--- config.mk ---
export PLATFORM = sky130hd
export DESIGN_NAME = uart_rx_8n1
export DESIGN_NICKNAME = d
export VERILOG_FILES = /design/src/rtl/uart_pkg.sv /design/src/rtl/uart_os_tick_gen.sv /design/src/rtl/uart_rx_8n1.sv
export SDC_FILE = /design/constraint.sdc
export NUM_CORES = 1
export LEC_CHECK = 0
export CAP_MARGIN = 40
export CORE_ASPECT_RATIO = 1.25
export CORE_MARGIN = 8
export CORE_UTILIZATION = 56
export CTS_CLUSTER_DIAMETER = 100
export DETAILED_ROUTE_END_ITERATION = 10
export PLACE_DENSITY = 0.87
export SLEW_MARGIN = 15
export SYNTH_ARGS = -nofsm -noshare
export SYNTH_HDL_FRONTEND = slang
export SYNTH_SLANG_ARGS = --single-unit
--- constraint.sdc ---
create_clock -name clk -period 2.26 [get_ports clk]
set_input_delay 0.226 -clock clk [delete_from_list [all_inputs] [get_ports clk]]
set_output_delay 0.226 -clock clk [all_outputs]
set_load 0.02 [all_outputs]
--- src/rtl/uart_pkg.sv ---
// Shared definitions for the 8N1 UART receive path: FSM states and frame constants.
package uart_pkg;

  localparam int unsigned DATA_BITS  = 8;
  localparam logic        IDLE_LEVEL = 1'b1;

  typedef enum logic [2:0] {
    IDLE,
    START,
    DATA,
    STOP,
    BREAK
  } rx_state_e;

endpackage

--- src/rtl/uart_os_tick_gen.sv ---
// Oversampling tick generator: one-cycle tick every DIV clocks, realignable via restart.
module uart_os_tick_gen #(
  parameter int unsigned DIV = 1
) (
  input  logic clk,
  input  logic rst,
  input  logic restart,
  output logic tick
);

  localparam int unsigned CW = (DIV > 1) ? $clog2(DIV) : 1;
  localparam logic [CW-1:0] LAST = CW'(DIV - 1);

  logic [CW-1:0] cnt;

  always_ff @(posedge clk) begin
    if (rst || restart) begin
      cnt <= '0;
    end else if (cnt == LAST) begin
      cnt <= '0;
    end else begin
      cnt <= cnt + 1'b1;
    end
  end

  assign tick = (cnt == LAST);

endmodule

--- src/rtl/uart_rx_8n1.sv ---
// 8N1 serial receiver: 2-flop synchroniser, 3-sample majority vote per bit,
// valid/ready byte output with frame-error pulse and sticky overrun flag.
module uart_rx_8n1
  import uart_pkg::*;
#(
  parameter int unsigned CLK_HZ     = 12000000,
  parameter int unsigned BAUD       = 9600,
  parameter int unsigned OVERSAMPLE = 16
) (
  input  logic       clk,
  input  logic       rst,
  input  logic       uart_rx,
  output logic [7:0] rx_data,
  output logic       rx_valid,
  input  logic       rx_ready,
  output logic       frame_err,
  output logic       overrun
);

  localparam int unsigned DIV = CLK_HZ / (BAUD * OVERSAMPLE);
  localparam int unsigned KW  = $clog2(OVERSAMPLE);
  localparam logic [KW-1:0] K_S0   = KW'(OVERSAMPLE / 2 - 1);
  localparam logic [KW-1:0] K_S1   = KW'(OVERSAMPLE / 2);
  localparam logic [KW-1:0] K_S2   = KW'(OVERSAMPLE / 2 + 1);
  localparam logic [KW-1:0] K_LAST = KW'(OVERSAMPLE - 1);

  rx_state_e            state;
  logic                 rx_meta, rxs;
  logic                 tick, restart;
  logic [KW-1:0]        k;
  logic [2:0]           bit_idx;
  logic [DATA_BITS-1:0] shreg;
  logic                 s0, s1, maj, vote_pt;

  always_ff @(posedge clk) begin
    if (rst) begin
      rx_meta <= IDLE_LEVEL;
      rxs     <= IDLE_LEVEL;
    end else begin
      rx_meta <= uart_rx;
      rxs     <= rx_meta;
    end
  end

  assign restart = (state == IDLE) && (rxs != IDLE_LEVEL);

  uart_os_tick_gen #(.DIV(DIV)) u_tick (
    .clk     (clk),
    .rst     (rst),
    .restart (restart),
    .tick    (tick)
  );

  // Third sample is taken live at the vote point rather than stored.
  assign maj     = (s0 & s1) | (s0 & rxs) | (s1 & rxs);
  assign vote_pt = tick && (k == K_S2);

  always_ff @(posedge clk) begin
    if (rst) begin
      state     <= IDLE;
      k         <= '0;
      bit_idx   <= '0;
      shreg     <= '0;
      s0        <= IDLE_LEVEL;
      s1        <= IDLE_LEVEL;
      rx_data   <= '0;
      rx_valid  <= 1'b0;
      frame_err <= 1'b0;
      overrun   <= 1'b0;
    end else begin
      frame_err <= 1'b0;
      if (rx_valid && rx_ready) rx_valid <= 1'b0;

      if (tick && (state == START || state == DATA || state == STOP)) begin
        k <= (k == K_LAST) ? '0 : k + 1'b1;
        if (k == K_S0) s0 <= rxs;
        if (k == K_S1) s1 <= rxs;
      end

      case (state)
        IDLE: begin
          if (rxs != IDLE_LEVEL) begin
            state <= START;
            k     <= '0;
          end
        end
        START: begin
          if (vote_pt && maj) state <= IDLE;
          else if (tick && k == K_LAST) state <= DATA;
        end
        DATA: begin
          if (vote_pt) shreg <= {maj, shreg[DATA_BITS-1:1]};
          if (tick && k == K_LAST) begin
            bit_idx <= bit_idx + 3'd1;
            if (bit_idx == 3'(DATA_BITS - 1)) state <= STOP;
          end
        end
        // Leave at the vote point so a back-to-back start edge is not missed;
        // the delivery below overrides the ready-driven clear above.
        STOP: begin
          if (vote_pt) begin
            if (maj) begin
              state <= IDLE;
              if (!rx_valid || rx_ready) begin
                rx_data  <= shreg;
                rx_valid <= 1'b1;
              end else begin
                overrun <= 1'b1;
              end
            end else begin
              frame_err <= 1'b1;
              state     <= BREAK;
            end
          end
        end
        BREAK: begin
          if (rxs == IDLE_LEVEL) state <= IDLE;
        end
        default: state <= IDLE;
      endcase
    end
  end

endmodule

### Word level (Yosys, flattened, before mapping)

Index checks and enable logic that the tools add are counted.

* register bits after elaboration: 40
* input port bits: 4
* output and inout port bits: 11

* add/subtract/negate cells: 3
* equality and inequality tests: 16
* muxes and demuxes: 19
* bitwise gates (word level): 9
* reduce and logical (&&, ||, !) cells: 21

Operator list (number)
* $mux 3: 8
* $mux 4: 4
* $pmux 3 s5: 1
* $eq 4x4->1 const B: 3
* $reduce_and 2->1: 4
* $reduce_and 4->1: 2
* $add 7x1->7 const B: 1
* $eq 7x7->1 const B: 1
* $eq 3x2->1 const B: 2
* $eq 3x3->1 const B: 2
* $logic_and 1x1->1: 6
* $mux 1: 6
* $ne 2x2->1 const B: 3
* $reduce_and 6->1: 1
* $add 4x1->4 const B: 1
* $eq 4x3->1 const B: 1
* $logic_or 1x1->1: 4
* $ne 2x1->1 const B: 2
* $not 1->1: 4
* $add 3x1->3 const B: 1
* $and 1x1->1: 3
* $eq 3x1->1 const B: 1
* $logic_not 3->1: 1
* $ne 3x1->1 const B: 1
* 4 further kinds: 5

### Depth between registers and ports, before layout

Gate-level depths: netlist of the first run.

* depth in word-level cells: 7
* depth in mapped cells: 7

### Hierarchy

From an unflattened synthesis of the first run, not the netlist that was laid out.

* cell total of the unflattened synthesis: 199
* area total of the unflattened synthesis: 1765.4 um2

By module, submodules not included
* uart_rx_8n1: times used 1, cells an instance 165, area an instance 1463.9 um2, sequential area each 660.6 um2
* uart_os_tick_gen: times used 1, cells an instance 34, area an instance 301.5 um2, sequential area each 140.1 um2

### Least setup slack after synthesis of the first run

Ideal clock, no wire load.

* path kind: register -> register
* start point: register u_tick.cnt[0]
* end point: register k[3]
* library setup time: 0.070 ns
* arrival time: 1.690 ns
* required time: 2.190 ns
* slack: 0.500 ns
* cell stages (with the launch flop): 7
* buffers on the path: 0
* cells stage by stage: dfxtp_1 -> ha_1 -> nand4bb_4 -> nor4_4 -> nand2_2 -> or4_1 -> a21oi_1

* cells in the longest elaborated chain, start to end: 5

Ends and longest elaborated chain
* from (decl): line uart_os_tick_gen.sv:14 `logic [CW-1:0] cnt;`
* from (signal assigned): line uart_os_tick_gen.sv:22 `cnt <= cnt + 1'b1;`
* $eq 7x7->1 (*): line uart_os_tick_gen.sv:26 `assign tick = (cnt == LAST);`
* $logic_and 1x1->1 (*): line uart_rx_8n1.sv:74 `if (tick && (state == START || state == DATA || state == STOP)) begin`
* $mux 4 (*): line uart_rx_8n1.sv:74
* $mux 4: line uart_rx_8n1.sv:82 `if (rxs != IDLE_LEVEL) begin`
* $mux 4 (*): line uart_rx_8n1.sv:80 `case (state)`
* to (signal assigned): line uart_rx_8n1.sv:75 `k <= (k == K_LAST) ? '0 : k + 1'b1;`
* to (decl): line uart_rx_8n1.sv:30 `logic [KW-1:0] k;`

Mark *: on every way between the ends. The rest lies on a longest branch, timed or not.
A chain may end at the register's enable or synchronous reset.

### Worst setup path after layout of the first run

Same ends and word-level chain as after synthesis.

==> impl_metrics.json, run 1 <==
{
  "status": "finished clean",
  "grt_overflow": 0,
  "placed_area_um2": 1910,
  "yosys-top-cells-count": "40 x dfxtp_1, 35 x nor2_1, 22 x mux2i_1, 11 x nand2_1, 7 x ha_1",
  "num_vias": 1342,
  "cts_tree": "done",
  "core_area_um2": 2950,
  "syn_area_per_cell_um2": 9.55,
  "antennaDiodeCount": 0,
  "track_usage_pct": 14.2,
  "crit_type": "register to register",
  "dr_wl_met2_um": 1740,
  "routed_wirelength_um": 3360,
  "fin_nets": 210,
  "fin_cells": 236,
  "rows": 22,
  "yosys_warnings": 0,
  "synth_area_leaders": "dfxtp_1 46%, mux2i_1 13%, nor2_1 7.6%",
  "clkPwrFrac_pct": 31.4,
  "irDropWorstVdd_v": 0.000523,
  "cts_root_buf": "clkbuf_4",
  "synth_edf_count": 0,
  "period_share_pct": 85.7,
  "finalSetupViolCount": 0,
  "cts_sinks": 40,
  "slew_viol_final": 0,
  "dieArea_um2": 5150,
  "place_congestion": 0.883,
  "crit_fanout": 6,
  "grt_pass1_vias": 1408,
  "max_freq_mhz": 516,
  "synth_top_area_share_pct": 46.1,
  "dp.cells": 228,
  "synth_flop_cell": "dfxtp_1",
  "tightestPinTransition_ps": 509,
  "hold_violations": 0,
  "async_flop_share_pct": 0,
  "rsz0062_at_grt": "false",
  "fin_worst_skew_ps": 4.27,
  "fin_area_um2": 1980,
  "final-seq-area_um2": 801,
  "grt_pass1_wl_um": 5870,
  "synthesis.area_um2": 1740,
  "synth_cells": 182,
  "antenna_found_initial": 0,
  "drt_iter0_drc": 35,
  "tns_ps": 0,
  "hold_path_class": "register to register",
  "die_y_um": 78.3,
  "first_pass_iters": 4,
  "grt_max_degree": 28,
  "wl_met3_um": 160,
  "p_switching_mw": 0.292,
  "start_kind": "register",
  "start_util_pct": 59.0,
  "multi_input_area_um2": 891,
  "htree_levels": 2,
  "maxSlewHeadroom_pct": 66.0,
  "clk_latency_ps": 340,
  "p_leak_nw": 0.840,
  "cp.required_ps": 2540,
  "ctsResizeCount": 0,
  "p_seq_share_pct": 61.8,
  "die_x_um": 65.8,
  "drv_cap": 0,
  "postCtsSetupRepairBufs": 0,
  "ant_nets": 0,
  "num_io_pins": 15,
  "m1WireLength_um": 1370,
  "critPathArrivalTime_ps": 2220,
  "cts_made_buffers": 5,
  "crit_path_end_kind": "register",
  "ys_seq_area_share_pct": 46.1,
  "synth_most_common_cell": "dfxtp_1",
  "period_minus_slack_ps": 1940,
  "area_growth_pct": 13.8,
  "p_int_mw": 0.904,
  "powerDensity_nw_per_um2": 605,
  "ys_types": 37,
  "drcViolationCount": 0,
  "mappedNetlistNets": 193,
  "wl_per_cell_um": 14.2,
  "synth_largest_area_cell": "dfxtp_1",
  "place_hpwl_um": 2500,
  "combPwrFrac_pct": 6.7,
  "netSwitchingFraction_pct": 24.4,
  "path_clk_slew_ps": 110,
  "hold_buffers": 0,
  "fill_cells": 222,
  "highest_layer": "met4",
  "cts_buffer_depth": 2,
  "vias_per_cell": 5.69,
  "portBuffers": 14,
  "ys_ff_latch": 40,
  "layout-drive-gt1-share_pct": 7.50
}
[per-layer routing]
| layer | track usage [%] | up-vias |
|---|---|---|
| met5 | 0 | - |
| met4 | 8.75 | 0 |
| met3 | 5.40 | 8 |
| met2 | 24.6 | 36 |
| met1 | 13.7 | 637 |
| li1 | - | 661 |
[critical path, cell delays in order, from the launching register on]
cell and delay [ps]:
dfxtp_1 420, ha_1 220, nand4bb_4 160, nor4_4 430, nand2_2 90, or4_1 400, a21oi_1 150
[layout make-up]
cell class	instances	area share (%)
flip-flops and latches	40	40.5
clock buffers	7	2.78
multi-input cells	130	45.1
clock inverters	1	0.380
inverters	6	1.14
well taps	36	2.28
repair buffers	16	7.85
[placed cells by master, fill, tap and decap left out, types with 3 or more instances in the layout]
cell | netlist | routed
xor2_1 | 6 | 6
nand2_1 | 11 | 11
clkbuf_4 | 0 | 5
nand4_1 | 3 | 3
nand3_1 | 3 | 3
mux2i_1 | 22 | 22
ha_1 | 7 | 7
or2_2 | 3 | 3
clkdlybuf4s50_1 | 0 | 14
inv_1 | 6 | 6
dfxtp_1 | 40 | 40
nor3_1 | 4 | 4
a21oi_1 | 6 | 6
nor2_1 | 35 | 35
[stage by stage]
stage	utilization (%)	hold WS [ps]	setup slack, ps	total power [mW]
2_1_floorplan	-	330	500	0.813
3_3_place_gp	65.0	393	400	0.827
3_5_place_dp	65.0	404	338	0.834
4_1_cts	67.1	427	300	1.21
5_1_grt	67.1	445	114	1.25
6_report	67.1	434	323	1.20
[power by group through the flow]
stage          combinational, mW  sequential [mW]  clock (mW)
2_1_floorplan             0.0731            0.740           0
3_3_place_gp              0.0760            0.751           0
3_5_place_dp              0.0795            0.754           0
4_1_cts                   0.0797            0.738       0.392
5_1_grt                   0.0887            0.742       0.421
6_report                  0.0806            0.739       0.376
[registers in the layout, summed over array words and instances (netlist names)]
name / count
rx_data: 8
shreg: 8
u_tick.cnt: 7
k: 4
bit_idx: 3
state: 3
frame_err: 1
overrun: 1
rx_meta: 1
rx_valid: 1
rxs: 1
s0: 1
s1: 1
[worst paths after layout]
kind,slack (ps),cells past startpoint,startpoint,to
max,320,6,u_tick.cnt[0]$_SDFF_PP0_,k[3]$_SDFF_PP0_
min,430,1,rx_meta$_SDFF_PP1_,rxs$_SDFF_PP1_
max reg2reg,320,6,u_tick.cnt[0]$_SDFF_PP0_,k[3]$_SDFF_PP0_
min reg2reg,430,1,rx_meta$_SDFF_PP1_,rxs$_SDFF_PP1_
[cells by family after synthesis]
logic type,synth area share (%)
adders and majority gates,5.62
muxes,12.7
buffers and inverters,2.66
DFF,46.1
and+or+nand+nor,23.5
AOI/OAI and AO/OA,5.90
xor gates and xnor gates,3.53
Note: power is estimated with default switching activity, not from simulation.
==> run 2: changes to the inputs <==
--- a/config.mk
+++ b/config.mk
@@ -11,6 +11,7 @@
 export CORE_UTILIZATION = 56
 export CTS_CLUSTER_DIAMETER = 100
 export DETAILED_ROUTE_END_ITERATION = 10
+export MAX_ROUTING_LAYER = met4
 export PLACE_DENSITY = 0.87
 export SLEW_MARGIN = 15
 export SYNTH_ARGS = -nofsm -noshare
==> impl_metrics.json, run 2 (synthesis results as in run 1) <==
{
  "htree_levels": 2,
  "die_y_um": 78.3,
  "combPwrFrac_pct": 6.8,
  "hold_violations": 0,
  "multi_input_area_um2": 891,
  "netSwitchingFraction_pct": 24.4,
  "cts_root_buf": "clkbuf_4",
  "mostFrequentLayoutCells": "40 x dfxtp_1, 35 x nor2_1, 22 x mux2i_1",
  "grt_overflow": 0,
  "tns_ps": 0,
  "start_kind": "register",
  "grtUsageMet2_pct": 24.6,
  "layout-drive-gt1-share_pct": 7.50,
  "reg2reg_slack_ps": 320,
  "cts_buffer_depth": 2,
  "rr_endpoint": "k[3]$_SDFF_PP0_",
  "fill_cells": 222,
  "crit_fanout": 6,
  "routed_wirelength_um": 3370,
  "finalSetupViolCount": 0,
  "num_io_pins": 15,
  "final_common_cell": "dfxtp_1",
  "area_growth_pct": 13.8,
  "critPathArrivalTime_ps": 2220,
  "clkPwrFrac_pct": 31.5,
  "pre_cts_slack_ps": 338,
  "grt_pass1_wl_um": 5870,
  "irDropWorstVdd_v": 0.000524,
  "num_vias": 1347,
  "rsz0062_at_grt": "false",
  "post-route-util_pct": 67.1,
  "p_seq_share_pct": 61.8,
  "antennaDiodeCount": 0,
  "fin_worst_skew_ps": 5.20,
  "cts_sinks": 40,
  "period_minus_slack_ps": 1940,
  "wl_per_cell_um": 14.3,
  "fin_nets": 210,
  "top_regs": "rx_data (8), shreg (8), u_tick.cnt (7)",
  "slew_viol_final": 0,
  "antenna_found_initial": 0,
  "r2r_cells": 6,
  "holdWs_ps": 434,
  "drt_iter0_drc": 39,
  "max_freq_mhz": 517,
  "status": "finished clean",
  "portBuffers": 14,
  "crit_start": "u_tick.cnt[0]$_SDFF_PP0_",
  "busiest_layer": "met2",
  "p_switching_mw": 0.292,
  "hold_buffers": 0,
  "use_met1_pct": 13.9,
  "p_int_mw": 0.904,
  "cp.required_ps": 2540,
  "grt_pass1_vias": 1406,
  "die_x_um": 65.8,
  "rows": 22,
  "track_usage_pct": 14.6,
  "hold_path_class": "register to register",
  "use_met3_pct": 5.11,
  "cts_made_buffers": 5,
  "setup_ws_ps": 324,
  "cts_tree": "done",
  "place_congestion": 0.898,
  "ant_nets": 0,
  "crit_type": "register to register",
  "crit_path_end_kind": "register",
  "drv_cap": 0,
  "drcViolationCount": 0,
  "ctsResizeCount": 0,
  "tightestPinTransition_ps": 511,
  "start_util_pct": 59.0,
  "clk_latency_ps": 340,
  "period_share_pct": 85.7,
  "maxSlewHeadroom_pct": 65.8,
  "path_clk_slew_ps": 110,
  "vias_per_cell": 5.71,
  "grt_max_degree": 28,
  "first_pass_iters": 4,
  "core_area_um2": 2950,
  "p_leak_nw": 0.840,
  "dieArea_um2": 5150,
  "rr_startpoint": "u_tick.cnt[0]$_SDFF_PP0_",
  "postCtsSetupRepairBufs": 0,
  "final-seq-area_um2": 801,
  "place_hpwl_um": 2500,
  "endpoint": "k[3]$_SDFF_PP0_",
  "powerDensity_nw_per_um2": 605
}
==> run 2: cell counts in the layout (fill, tap and decap cells not counted) <==
Identical to the previous run, type by type.
==> run 2: per-layer routing <==
| layer | share of wire, % | up-vias |
|---|---|---|
| li1 | - | 660 |
| met1 | 41 | 651 |
| met2 | 52 | 28 |
| met3 | 4.2 | 8 |
| met4 | 2.8 | 0 |
| met5 | 0 | - |
==> run 2: worst max-delay path: stages, from the launching register on <==
cell and delay (ps):
dfxtp_1 420, ha_1 220, nand4bb_4 160, nor4_4 430
nand2_2 90, or4_1 400, a21oi_1 150
==> run 2: cell type report <==
type / instances / share of cell area [%]
clock inverter: 1 / 0.380
inverter: 6 / 1.14
multi-input combinational: 130 / 45.1
tap: 36 / 2.28
clock buffer: 7 / 2.78
timing repair buffer: 16 / 7.85
sequential: 40 / 40.5
==> run 2: how the worst min path moves through the flow <==
stage	startpoint	endpoint	cells after the start
final	rx_meta$_SDFF_PP1_	rxs$_SDFF_PP1_	1
after global routing	uart_rx	rx_meta$_SDFF_PP1_	2
after CTS	uart_rx	rx_meta$_SDFF_PP1_	2
after detailed placement	rx_meta$_SDFF_PP1_	rxs$_SDFF_PP1_	1
after global placement	rx_meta$_SDFF_PP1_	rxs$_SDFF_PP1_	1
after floorplan	uart_rx	rx_meta$_SDFF_PP1_	1
==> run 2: power by group through the flow <==
stage	sequential, mW	clock [mW]	combinational, mW
detailed placement	0.754	0	0.0795
global placement	0.751	0	0.0760
floorplan	0.740	0	0.0731
CTS	0.738	0.392	0.0797
global route	0.742	0.421	0.0887
finish	0.739	0.376	0.0809
==> run 2: through the flow <==
stage	cells	cell area [um2]	power, mW
finish	236	1980	1.20
global placement	228	1910	0.827
detailed placement	228	1910	0.834
global route	236	1980	1.25
CTS	236	1980	1.21
floorplan	182	1740	0.813
==> run 3: changes to the inputs <==
--- a/config.mk
+++ b/config.mk
@@ -7,7 +7,6 @@
 export LEC_CHECK = 0
 export CAP_MARGIN = 40
 export CORE_ASPECT_RATIO = 1.25
-export CORE_MARGIN = 8
 export CORE_UTILIZATION = 56
 export CTS_CLUSTER_DIAMETER = 100
 export DETAILED_ROUTE_END_ITERATION = 10
==> impl_metrics.json, run 3 (synthesis results as in run 1) <==
{
  "endpoint": "state[0]$_SDFFE_PP0P_",
  "ant_nets": 0,
  "crit_path_cell_trace": "ha_1, nand4bb_4, or2_2, o21a_1, o311ai_0, o41ai_1",
  "tightestPinTransition_ps": 503,
  "irDropWorstVdd_v": 0.000503,
  "cp_slowest_stage_delay_ps": 420,
  "p_int_mw": 0.865,
  "hold_path_class": "register to register",
  "cts_buffer_depth": 2,
  "slew_viol_final": 0,
  "cts_made_buffers": 5,
  "multi_input_area_um2": 891,
  "max_freq_mhz": 504,
  "dieArea_um2": 3330,
  "crit_path_end_kind": "register",
  "mostFrequentLayoutCells": "40 x dfxtp_1, 35 x nor2_1, 22 x mux2i_1",
  "start_kind": "register",
  "holdPathStages": 1,
  "critPathArrivalTime_ps": 2190,
  "place_hpwl_um": 2350,
  "pre_cts_slack_ps": 321,
  "maxSlewHeadroom_pct": 66.4,
  "powerDensity_nw_per_um2": 588,
  "cts_sinks": 40,
  "crit_fanout": 5,
  "setup_ws_ps": 277,
  "final-seq-area_um2": 801,
  "tns_ps": 0,
  "p_switching_mw": 0.290,
  "rows": 22,
  "fill_cells": 208,
  "routed_wirelength_um": 3290,
  "fin_cells": 235,
  "grt_overflow": 0,
  "cts_tree": "done",
  "drv_cap": 0,
  "hold_buffers": 0,
  "r2r_cells": 6,
  "drcViolationCount": 0,
  "postCtsSetupRepairBufs": 0,
  "htree_levels": 2,
  "grt_pass1_wl_um": 5340,
  "finalSetupViolCount": 0,
  "vias_per_cell": 5.66,
  "cp.required_ps": 2470,
  "combPwrFrac_pct": 7.1,
  "clk_latency_ps": 340,
  "final_common_cell": "dfxtp_1",
  "num_io_pins": 15,
  "crit_slowest_cell": "dfxtp_1",
  "fin_nets": 210,
  "die_x_um": 51.8,
  "path_clk_slew_ps": 120,
  "path_buf_inv": 0,
  "cpLargestDelayFamily": "compound AO/OA/AOI/OAI gates",
  "wl_per_cell_um": 14.0,
  "antenna_found_initial": 0,
  "clkPwrFrac_pct": 29.0,
  "first_pass_iters": 4,
  "cts_root_buf": "clkbuf_4",
  "die_y_um": 64.3,
  "antennaDiodeCount": 0,
  "layout-drive-gt1-share_pct": 7.54,
  "hold_violations": 0,
  "p_seq_share_pct": 63.9,
  "period_share_pct": 87.8,
  "period_minus_slack_ps": 1980,
  "area_growth_pct": 13.0,
  "rr_startpoint": "u_tick.cnt[0]$_SDFF_PP0_",
  "grt_pass1_vias": 1303,
  "grt_max_degree": 28,
  "rsz0062_at_grt": "false",
  "dp.cells": 228,
  "crit_type": "register to register",
  "portBuffers": 14,
  "rr_endpoint": "state[0]$_SDFFE_PP0P_",
  "place_congestion": 0.803,
  "netSwitchingFraction_pct": 25.1,
  "crit_start": "u_tick.cnt[0]$_SDFF_PP0_",
  "fin_worst_skew_ps": 9.91,
  "reg2reg_slack_ps": 280,
  "track_usage_pct": 22.1,
  "ctsResizeCount": 0,
  "status": "finished clean",
  "p_leak_nw": 0.836,
  "worstSetupPathDepth": 6,
  "top_regs": "rx_data (8), shreg (8), u_tick.cnt (7)",
  "core_area_um2": 2950,
  "drt_iter0_drc": 48,
  "start_util_pct": 59.0,
  "num_vias": 1330
}
==> run 3: cell count changes in the layout (fill, tap and decap cells not counted) <==
cell / change
clkinv_2: +1
clkbuf_8: -1
clkbuf_1: -1
==> run 3: cell type report <==
cell class / instances / share of cell area, %
Multi-Input combinational cell: 130 / 45.4
Tap cell: 36 / 2.29
Clock inverter: 2 / 0.637
Sequential cell: 40 / 40.8
Clock buffer: 5 / 1.91
Timing Repair Buffer: 16 / 7.90
Inverter: 6 / 1.15
==> run 3: metal layers <==
layer	global-route usage (%)	share of wire [%]
met1	22.4	41
met2	38.0	52
met3	5.48	4.7
met4	11.1	1.7
met5	-	0
==> run 3: power by group through the flow <==
| stage | Combinational (mW) | Sequential, mW | Clock (mW) |
|---|---|---|---|
| after CTS | 0.0805 | 0.738 | 0.344 |
| after global routing | 0.0898 | 0.741 | 0.373 |
| final | 0.0821 | 0.739 | 0.335 |
| after global placement | 0.0743 | 0.751 | 0 |
| after floorplan | 0.0731 | 0.740 | 0 |
| after detailed placement | 0.0800 | 0.754 | 0 |
==> run 3: worst min-delay path by stage <==
stage | start | slack, ps | end
6_report | rx_meta$_SDFF_PP1_ | 420 | rxs$_SDFF_PP1_
5_1_grt | uart_rx | 440 | rx_meta$_SDFF_PP1_
4_1_cts | rx_meta$_SDFF_PP1_ | 430 | rxs$_SDFF_PP1_
3_5_place_dp | rx_meta$_SDFF_PP1_ | 400 | rxs$_SDFF_PP1_
3_3_place_gp | rx_meta$_SDFF_PP1_ | 390 | rxs$_SDFF_PP1_
2_1_floorplan | uart_rx | 330 | rx_meta$_SDFF_PP1_
==> run 3: stage by stage <==
stage	total power, mW	hold slack, ps	utilization (%)	area [um2]
after floorplan	0.813	330	-	1740
after global placement	0.825	394	65.0	1910
after detailed placement	0.834	397	65.0	1910
after CTS	1.16	425	66.7	1960
after global routing	1.20	445	66.7	1960
final	1.16	424	66.7	1960
